==> config.mk <==
export PLATFORM = sky130hd
export DESIGN_NAME = logic_unit_stage
export DESIGN_NICKNAME = d
export VERILOG_FILES = /design/src/rtl/logic_unit_stage.sv
export SDC_FILE = /design/constraint.sdc
export NUM_CORES = 1
export LEC_CHECK = 0
export CAP_MARGIN = 20
export CORE_ASPECT_RATIO = 1.25
export CORE_UTILIZATION = 57
export DETAILED_ROUTE_END_ITERATION = 8
export PLACE_DENSITY_LB_ADDON = 0.25
export SETUP_SLACK_MARGIN = 0.5
export SLEW_MARGIN = 20
export SYNTH_ARGS = -nofsm -noshare
export SYNTH_HDL_FRONTEND = slang
export SYNTH_SLANG_ARGS = --single-unit
==> constraint.sdc <==
create_clock -name clk -period 7.2 [get_ports clk]
set_input_delay 1.44 -clock clk [delete_from_list [all_inputs] [get_ports clk]]
set_output_delay 1.44 -clock clk [all_outputs]
set_load 0.01 [all_outputs]
==> src/rtl/logic_unit_stage.sv <==
// rtl/logic_unit_stage.sv - registered 8-bit bitwise logic stage with skid buffer and valid/ready handoff
// Optional build macro LOGIC_UNIT_SHIFT_EN: ops 110/111 become SHL/SHR A by 1 with carry.
module logic_unit_stage #(
  parameter int WIDTH = 8,
  parameter int CNT_W = 16
) (
  input  logic             clk,
  input  logic             rst,
  input  logic             in_valid,
  output logic             in_ready,
  input  logic [2:0]       op,
  input  logic [WIDTH-1:0] a,
  input  logic [WIDTH-1:0] b,
  output logic             out_valid,
  input  logic             out_ready,
  output logic [WIDTH-1:0] y,
  output logic             zero,
  output logic             parity,
  output logic             carry,
  output logic [CNT_W-1:0] done_cnt
);

  logic [WIDTH-1:0] w_res_y;
  logic             w_res_c;
  logic             w_res_z;
  logic             w_res_p;
  logic             w_acc;
  logic             w_drain;

  logic             r_or_valid;
  logic [WIDTH-1:0] r_or_y;
  logic             r_or_z;
  logic             r_or_p;
  logic             r_or_c;
  logic             r_sk_valid;
  logic [WIDTH-1:0] r_sk_y;
  logic             r_sk_z;
  logic             r_sk_p;
  logic             r_sk_c;
  logic             r_in_ready;
  logic [CNT_W-1:0] r_done_cnt;

  always_comb begin
    w_res_y = '0;
    w_res_c = 1'b0;
    case (op)
      3'b000: w_res_y = a & b;
      3'b001: w_res_y = a | b;
      3'b010: w_res_y = a ^ b;
      3'b011: w_res_y = ~(a & b);
      3'b100: w_res_y = ~(a | b);
      3'b101: w_res_y = ~(a ^ b);
`ifdef LOGIC_UNIT_SHIFT_EN
      3'b110: begin
        w_res_y = {a[WIDTH-2:0], 1'b0};
        w_res_c = a[WIDTH-1];
      end
      3'b111: begin
        w_res_y = {1'b0, a[WIDTH-1:1]};
        w_res_c = a[0];
      end
`else
      3'b110: w_res_y = ~a;
      3'b111: w_res_y = b;
`endif
      default: w_res_y = '0;
    endcase
  end

  assign w_res_z = (w_res_y == '0);
  assign w_res_p = ^w_res_y;
  assign w_acc   = in_valid && r_in_ready;
  assign w_drain = r_or_valid && out_ready;

  // SK is only ever filled while OR is full, so OR refills from SK first;
  // in_ready is low whenever SK is full, so no accept competes with that move.
  always_ff @(posedge clk) begin
    if (rst) begin
      r_or_valid <= 1'b0;
      r_or_y     <= '0;
      r_or_z     <= 1'b0;
      r_or_p     <= 1'b0;
      r_or_c     <= 1'b0;
      r_sk_valid <= 1'b0;
      r_sk_y     <= '0;
      r_sk_z     <= 1'b0;
      r_sk_p     <= 1'b0;
      r_sk_c     <= 1'b0;
      r_in_ready <= 1'b1;
      r_done_cnt <= '0;
    end else begin
      if (w_drain) begin
        r_done_cnt <= r_done_cnt + CNT_W'(1);
      end
      if (!r_or_valid || w_drain) begin
        if (r_sk_valid) begin
          r_or_valid <= 1'b1;
          r_or_y     <= r_sk_y;
          r_or_z     <= r_sk_z;
          r_or_p     <= r_sk_p;
          r_or_c     <= r_sk_c;
          r_sk_valid <= 1'b0;
          r_in_ready <= 1'b1;
        end else if (w_acc) begin
          r_or_valid <= 1'b1;
          r_or_y     <= w_res_y;
          r_or_z     <= w_res_z;
          r_or_p     <= w_res_p;
          r_or_c     <= w_res_c;
        end else begin
          r_or_valid <= 1'b0;
        end
      end else if (w_acc) begin
        r_sk_valid <= 1'b1;
        r_sk_y     <= w_res_y;
        r_sk_z     <= w_res_z;
        r_sk_p     <= w_res_p;
        r_sk_c     <= w_res_c;
        r_in_ready <= 1'b0;
      end
    end
  end

  assign in_ready  = r_in_ready;
  assign out_valid = r_or_valid;
  assign y         = r_or_y;
  assign zero      = r_or_z;
  assign parity    = r_or_p;
  assign carry     = r_or_c;
  assign done_cnt  = r_done_cnt;

endmodule

### Yosys cells after proc, flatten, opt, wreduce, memory -nomap -nowiden

Cells that the tools add are included.
Widths: inputs -> output; s select.

| word-level totals | value |
|---|---|
| bits in registers | 40 |
| bits of input ports | 23 |
| word-level logic and storage cells | 54 |

| operators by class | value |
|---|---|
| add/subtract/negate cells | 1 |
| equal/unequal tests | 8 |
| mux-type cells | 13 |
| bitwise operators | 8 |
| reduce and logical (&&, ||, !) cells | 13 |

Operators with widths:

| cell | count |
|---|---|
| $pmux 8 s8 | 1 |
| $not 8->8 | 4 |
| $add 16x1->16 const B | 1 |
| $mux 8 | 2 |
| $eq 3x3->1 const B | 4 |
| $mux 1 | 10 |
| $and 8x8->8 | 1 |
| $logic_not 8->1 | 1 |
| $or 8x8->8 | 1 |
| $reduce_xor 8->1 | 1 |
| $xor 8x8->8 | 1 |
| $eq 3x2->1 const B | 2 |
| $reduce_and 2->1 | 3 |
| $reduce_bool 2->1 | 2 |
| $eq 3x1->1 const B | 1 |
| $logic_not 3->1 | 1 |
| $logic_and 1x1->1 | 2 |
| $ne 2x2->1 const B | 1 |
| $reduce_or 2->1 | 1 |
| $logic_not 1->1 | 1 |
| $logic_or 1x1->1 | 1 |
| $not 1->1 | 1 |

### Depth between registers and ports, before layout

| logic depth | value |
|---|---|
| depth after elaboration | 6 |
| depth in mapped cells | 13 |
| depth with buffers taken out | 13 |

### Worst setup path before layout

No wires, ideal clock.

| path | value |
|---|---|
| kind | input port to flip-flop |
| start point | input port a[2] |
| end point | register r_or_p (netlist: parity) |
| setup time | 0.071 ns |
| data arrival time | 3.245 ns |
| required time | 7.129 ns |
| slack | 3.885 ns |
| stages on the path | 13 |
| path buffers | 0 |
| path through | inv_1 -> ha_1 -> nor2b_1 -> o21ai_0 -> a311oi_2 -> a21oi_2 -> inv_1 -> ha_1 -> xnor2_1 -> xnor2_1 -> o21ai_0 -> nand2_1 -> a21oi_1 |

| between the ends | value |
|---|---|
| word-level cells in the longest chain between the ends | 6 |
| elaborated cells between the ends (all ways) | 11 |
| classes of those cells | mux (3); bitwise (7); reduce/logical (1) |

Ends and longest elaborated chain:

| element | line | text |
|---|---|---|
| start: declaration | 12 | `input logic [WIDTH-1:0] a,` |
| $xor 8x8->8, or another cell as far along | 49, 52 |  |
| $not 8->8 (on tied branches) | 52, 50, 51 |  |
| $pmux 8 s8 (*) | 46 | `case (op)` |
| $reduce_xor 8->1 (*) | 71 | `assign w_res_p = ^w_res_y;` |
| $mux 1 (*) | 104 | `end else if (w_acc) begin` |
| $mux 1 (*) | 96 | `if (r_sk_valid) begin` |
| end signal: assignment | 100 | `r_or_p <= r_sk_p;` |
| end signal: assignment | 108 | `r_or_p <= w_res_p;` |
| end: declaration | 33 | `logic r_or_p;` |

Every way passes the cells marked *; elsewhere a longest branch is shown, timed or not. The select of a mux whose other input is x is not followed.
A chain may end at the register's enable or synchronous reset.

### Final worst setup path

| path | value |
|---|---|
| start point | input port op[1] |
| end point | register r_sk_p |

| between the ends | value |
|---|---|
| word-level cells in the longest chain between the ends | 3 |
| elaborated cells between the ends (all ways) | 10 |
| classes of those cells | eq/ne (7); mux (1); reduce/logical (2) |

Ends and longest elaborated chain:

| element | line | text |
|---|---|---|
| start: declaration | 11 | `input logic [2:0] op,` |
| $eq 3x3->1, or another cell as far along | 46 |  |
| $pmux 8 s8 (*) | 46 |  |
| $reduce_xor 8->1 (*) | 71 |  |
| end signal: assignment | 117 | `r_sk_p <= w_res_p;` |
| end: declaration | 38 | `logic r_sk_p;` |

Every way passes the cells marked *; elsewhere a longest branch is shown, timed or not.

==> flow_summary_export.csv <==
group,metric,value,unit
status,status,"complete, no violations",
global_route,grt_usage,0.239,
sta,holdWs,0.502,ns
job,cap_violations,0,
routing,drtIter0Drc,164,
placed_design,dp_slack,2.66,ns
floorplanning,rows,27,
setup_path,worstPathMaxFanout,36,
final_layout,layout-drive-gt1-share,0.114,
logic_synthesis,synth_top_family_by_area,"simple AND/OR/NAND/NOR gates",
sta,slew_viol_final,0,
final_layout,multiInputGateArea,0.00178,mm²
global_route,grt_pass1_wl,9.84,mm
final_layout,area_delta_synth_final,19.3,%
pwr,p_per_area,157,mW/mm²
sta,timing.final.crit_period,4.25,ns
sta,finalSetupViolCount,0,
cts,cts_sinks,39,
global_route,grt_use_met1,0.290,
final_layout,fill_cells,364,
global_route,grt_max_degree,45,
setup_path,slowest_stage,"clkdlybuf4s50_1",
floorplanning,core,0.00453,mm²
routing,drt-total-wl,5.73,mm
sta,setup-tns-final,0,ns
final_layout,fin_nets,411,
worst_hold_path,holdCritPathClass,"flop to flop",
setup_path,regToRegStartpoint,"r_sk_valid$_SDFFE_PP0P_",
floorplanning,start_util,0.610,
logic_synthesis,yosys.area.top_type,"dfxtp_1",
global_route,grt_overflow,0,
global_route,first_global_vias,2266,
setup_path,critPathCaptureType,"flop",
routing,avgViaCountPerCell,5.62,
logic_synthesis,ys_types,53,
routing,ant_nets,0,
placed_design,dp.cells,418,
placed_design,dp.final_hpwl,4.08,mm
cts,tritoncts,"yes",
sta,worstMarginPinSlew,1.06,ns
setup_path,crit_arrival,4.41,ns
logic_synthesis,synth_adder_area_share,0.0951,
logic_synthesis,synth.top_cell.area_share,0.283,
logic_synthesis,synth_area_per_cell,8.42,µm²
routing,first_pass_iters,4,
setup_path,crit_required,7.36,ns
logic_synthesis,yosys-top-cells-area,"dfxtp_1 (28%), ha_1 (9.5%), nor2_1 (5.3%)",
cts,htreeDepth,2,
logic_synthesis,synthMuxAreaShare,0.00815,
sta,slew_headroom,0.292,
global_route,busiest_layer,"met2",
cts,cts_setup_buffers,0,
final_layout,layout_commonest_cell,"clkdlybuf4s50_1",
logic_synthesis,syn_area,0.00276,mm²
logic_synthesis,synth_edf_count,0,
logic_synthesis,synthArstFlopShare,0,
logic_synthesis,ys_ff_latch,39,
logic_synthesis,synthFlopType,"dfxtp_1",
routing,wl_per_cell,13.4,µm
cts,ctsHoldBuffers,0,
global_route,met2_usage,0.423,
setup_path,crit_chain,"clkdlybuf4s50_1, or2_1, a21oi_2, o22ai_1, a21oi_2, inv_1, ha_1, xnor2_1, xnor2_1, nor2_1, a21oi_1, nor2_1",
sta,rsz0062_at_grt,"false",
setup_path,reg2reg_to,"y[5]$_SDFFE_PP0P_",
routing,vias,2392,
logic_synthesis,synth_warnings,0,
worst_hold_path,hold_end,"r_sk_y[6]$_SDFFE_PP0P_",
final_layout,finalNonFillerCells,426,
setup_path,cp-start-kind,"primary input",
setup_path,r2r_setup_slack,5.30,ns
worst_hold_path,min_path_cells,2,
setup_path,cp_slowest_stage_delay,0.96,ns
placed_design,place_congestion,0.830,
logic_synthesis,syn_nets,372,
worst_hold_path,hold_path_startpoint,"r_sk_y[6]$_SDFFE_PP0P_",
placed_design,portBuffers,50,
cts,cts_buffers,5,
routing,remaining_drc_errors,0,
global_route,grt_use_met3,0.0371,
floorplanning,chipHeight,79.8,µm
floorplanning,die_area,0.00513,mm²
floorplanning,io_pins,52,
final_layout,n_antenna_cell,0,
logic_synthesis,synth_xor_area_frac,0.0571,
floorplanning,die_x,64.3,µm
cts,clk_latency,0.29,ns
sta,clock_skew,0.00147,ns
pwr,power_leakage,1.28,nW
setup_path,critPathKind,"primary input to flop",
logic_synthesis,synthCells,328,
global_route,antenna_found_initial,0,
pwr,ir_drop,165,µV
sta,fmax,0.235,GHz
cts,path_clk_slew,0.07,ns
setup_path,reg2reg_depth,5,
cts,cts_root_buf,"clkbuf_8",
logic_synthesis,synth-simple-area-share,0.277,
logic_synthesis,synth_seq_area_share,0.283,
logic_synthesis,synth_compound_area_frac,0.207,
final_layout,layout_common_cells,"clkdlybuf4s50_1 (49), nor2_1 (39), dfxtp_1 (39)",
final_layout,final-seq-area,781,µm²
sta,setup_ws,2.95,ns
sta,post-route-period-util,0.590,
cts,cts_buffer_depth,2,
cts,post_cts_resized,0,
sta,finalHoldViolCount,0,
where the power goes:
| group | switching, W | internal, W |
|---|---|---|
| combinational | 0.0000723 | 0.0000706 |
| clock | 0.0000716 | 0.0000679 |
| sequential | 0.00000822 | 0.000225 |
| total | 0.000152 | 0.000364 |
worst max path at each step:
stage	endpoint	cells past startpoint	slack, ns	from
3_5_place_dp	r_sk_p$_SDFFE_PP0P_	12	2.66	op[1]
3_3_place_gp	parity$_SDFFE_PP0P_	12	2.73	op[1]
6_report	r_sk_p$_SDFFE_PP0P_	12	2.95	op[1]
5_1_grt	r_sk_p$_SDFFE_PP0P_	12	2.66	op[1]
2_1_floorplan	parity$_SDFFE_PP0P_	13	3.88	a[2]
4_1_cts	r_sk_p$_SDFFE_PP0P_	12	2.94	op[1]
state kept, by name, summed over array words and instances, names as in the netlist:
register / flops
r_sk_p: 1
r_sk_y: 8
in_ready: 1
done_cnt: 16
out_valid: 1
parity: 1
zero: 1
r_sk_z: 1
r_sk_valid: 1
y: 8
cell families after synthesis:
logic type / after synthesis
compound gates: 70
buf+inv: 38
xor+xnor: 18
mux: 2
other cells: 1
flops: 39
fa+ha+maj: 21
simple gates: 139
cell usage after synthesis, types with 8 or more instances:
master / instances
nor2b_1: 8
nand2_1: 15
inv_1: 18
ha_1: 21
nand3_1: 11
a21oi_1: 17
nand3b_1: 10
o21a_1: 8
nor2_1: 39
nand2b_1: 17
dfxtp_1: 39
xor2_1: 12
worst max-delay path, delay by kind of cell:
kind | cells | cell delay, ns
fa+ha+maj | 1 | 0.30
xor+xnor | 2 | 0.35
simple gates | 3 | 0.62
compound gates | 4 | 0.67
buf+inv | 2 | 1.02
cell type report:
cell class | count | area share
repair buffers | 52 | 0.155
clock inverters | 1 | 0.00152
well taps | 58 | 0.0220
flip-flops and latches | 39 | 0.237
inverters | 18 | 0.0205
clock buffers | 7 | 0.0231
multi-input cells | 251 | 0.541
stage by stage:
stage / power (W) / util / instance area (µm²)
floorplan: 0.000336 / - / 2760
global placement: 0.000378 / 0.711 / 3220
detailed placement: 0.000381 / 0.711 / 3220
CTS: 0.000520 / 0.729 / 3300
global route: 0.000546 / 0.728 / 3300
finish: 0.000516 / 0.728 / 3300
metal layers:
metal	share of wire	routed length [µm]	vias to the layer above
li1	-	-	1219
met1	0.46	2650	1132
met2	0.49	2830	36
met3	0.031	180	5
met4	0.013	72	0
met5	0	0	-
(Power assumes the default switching activity.)
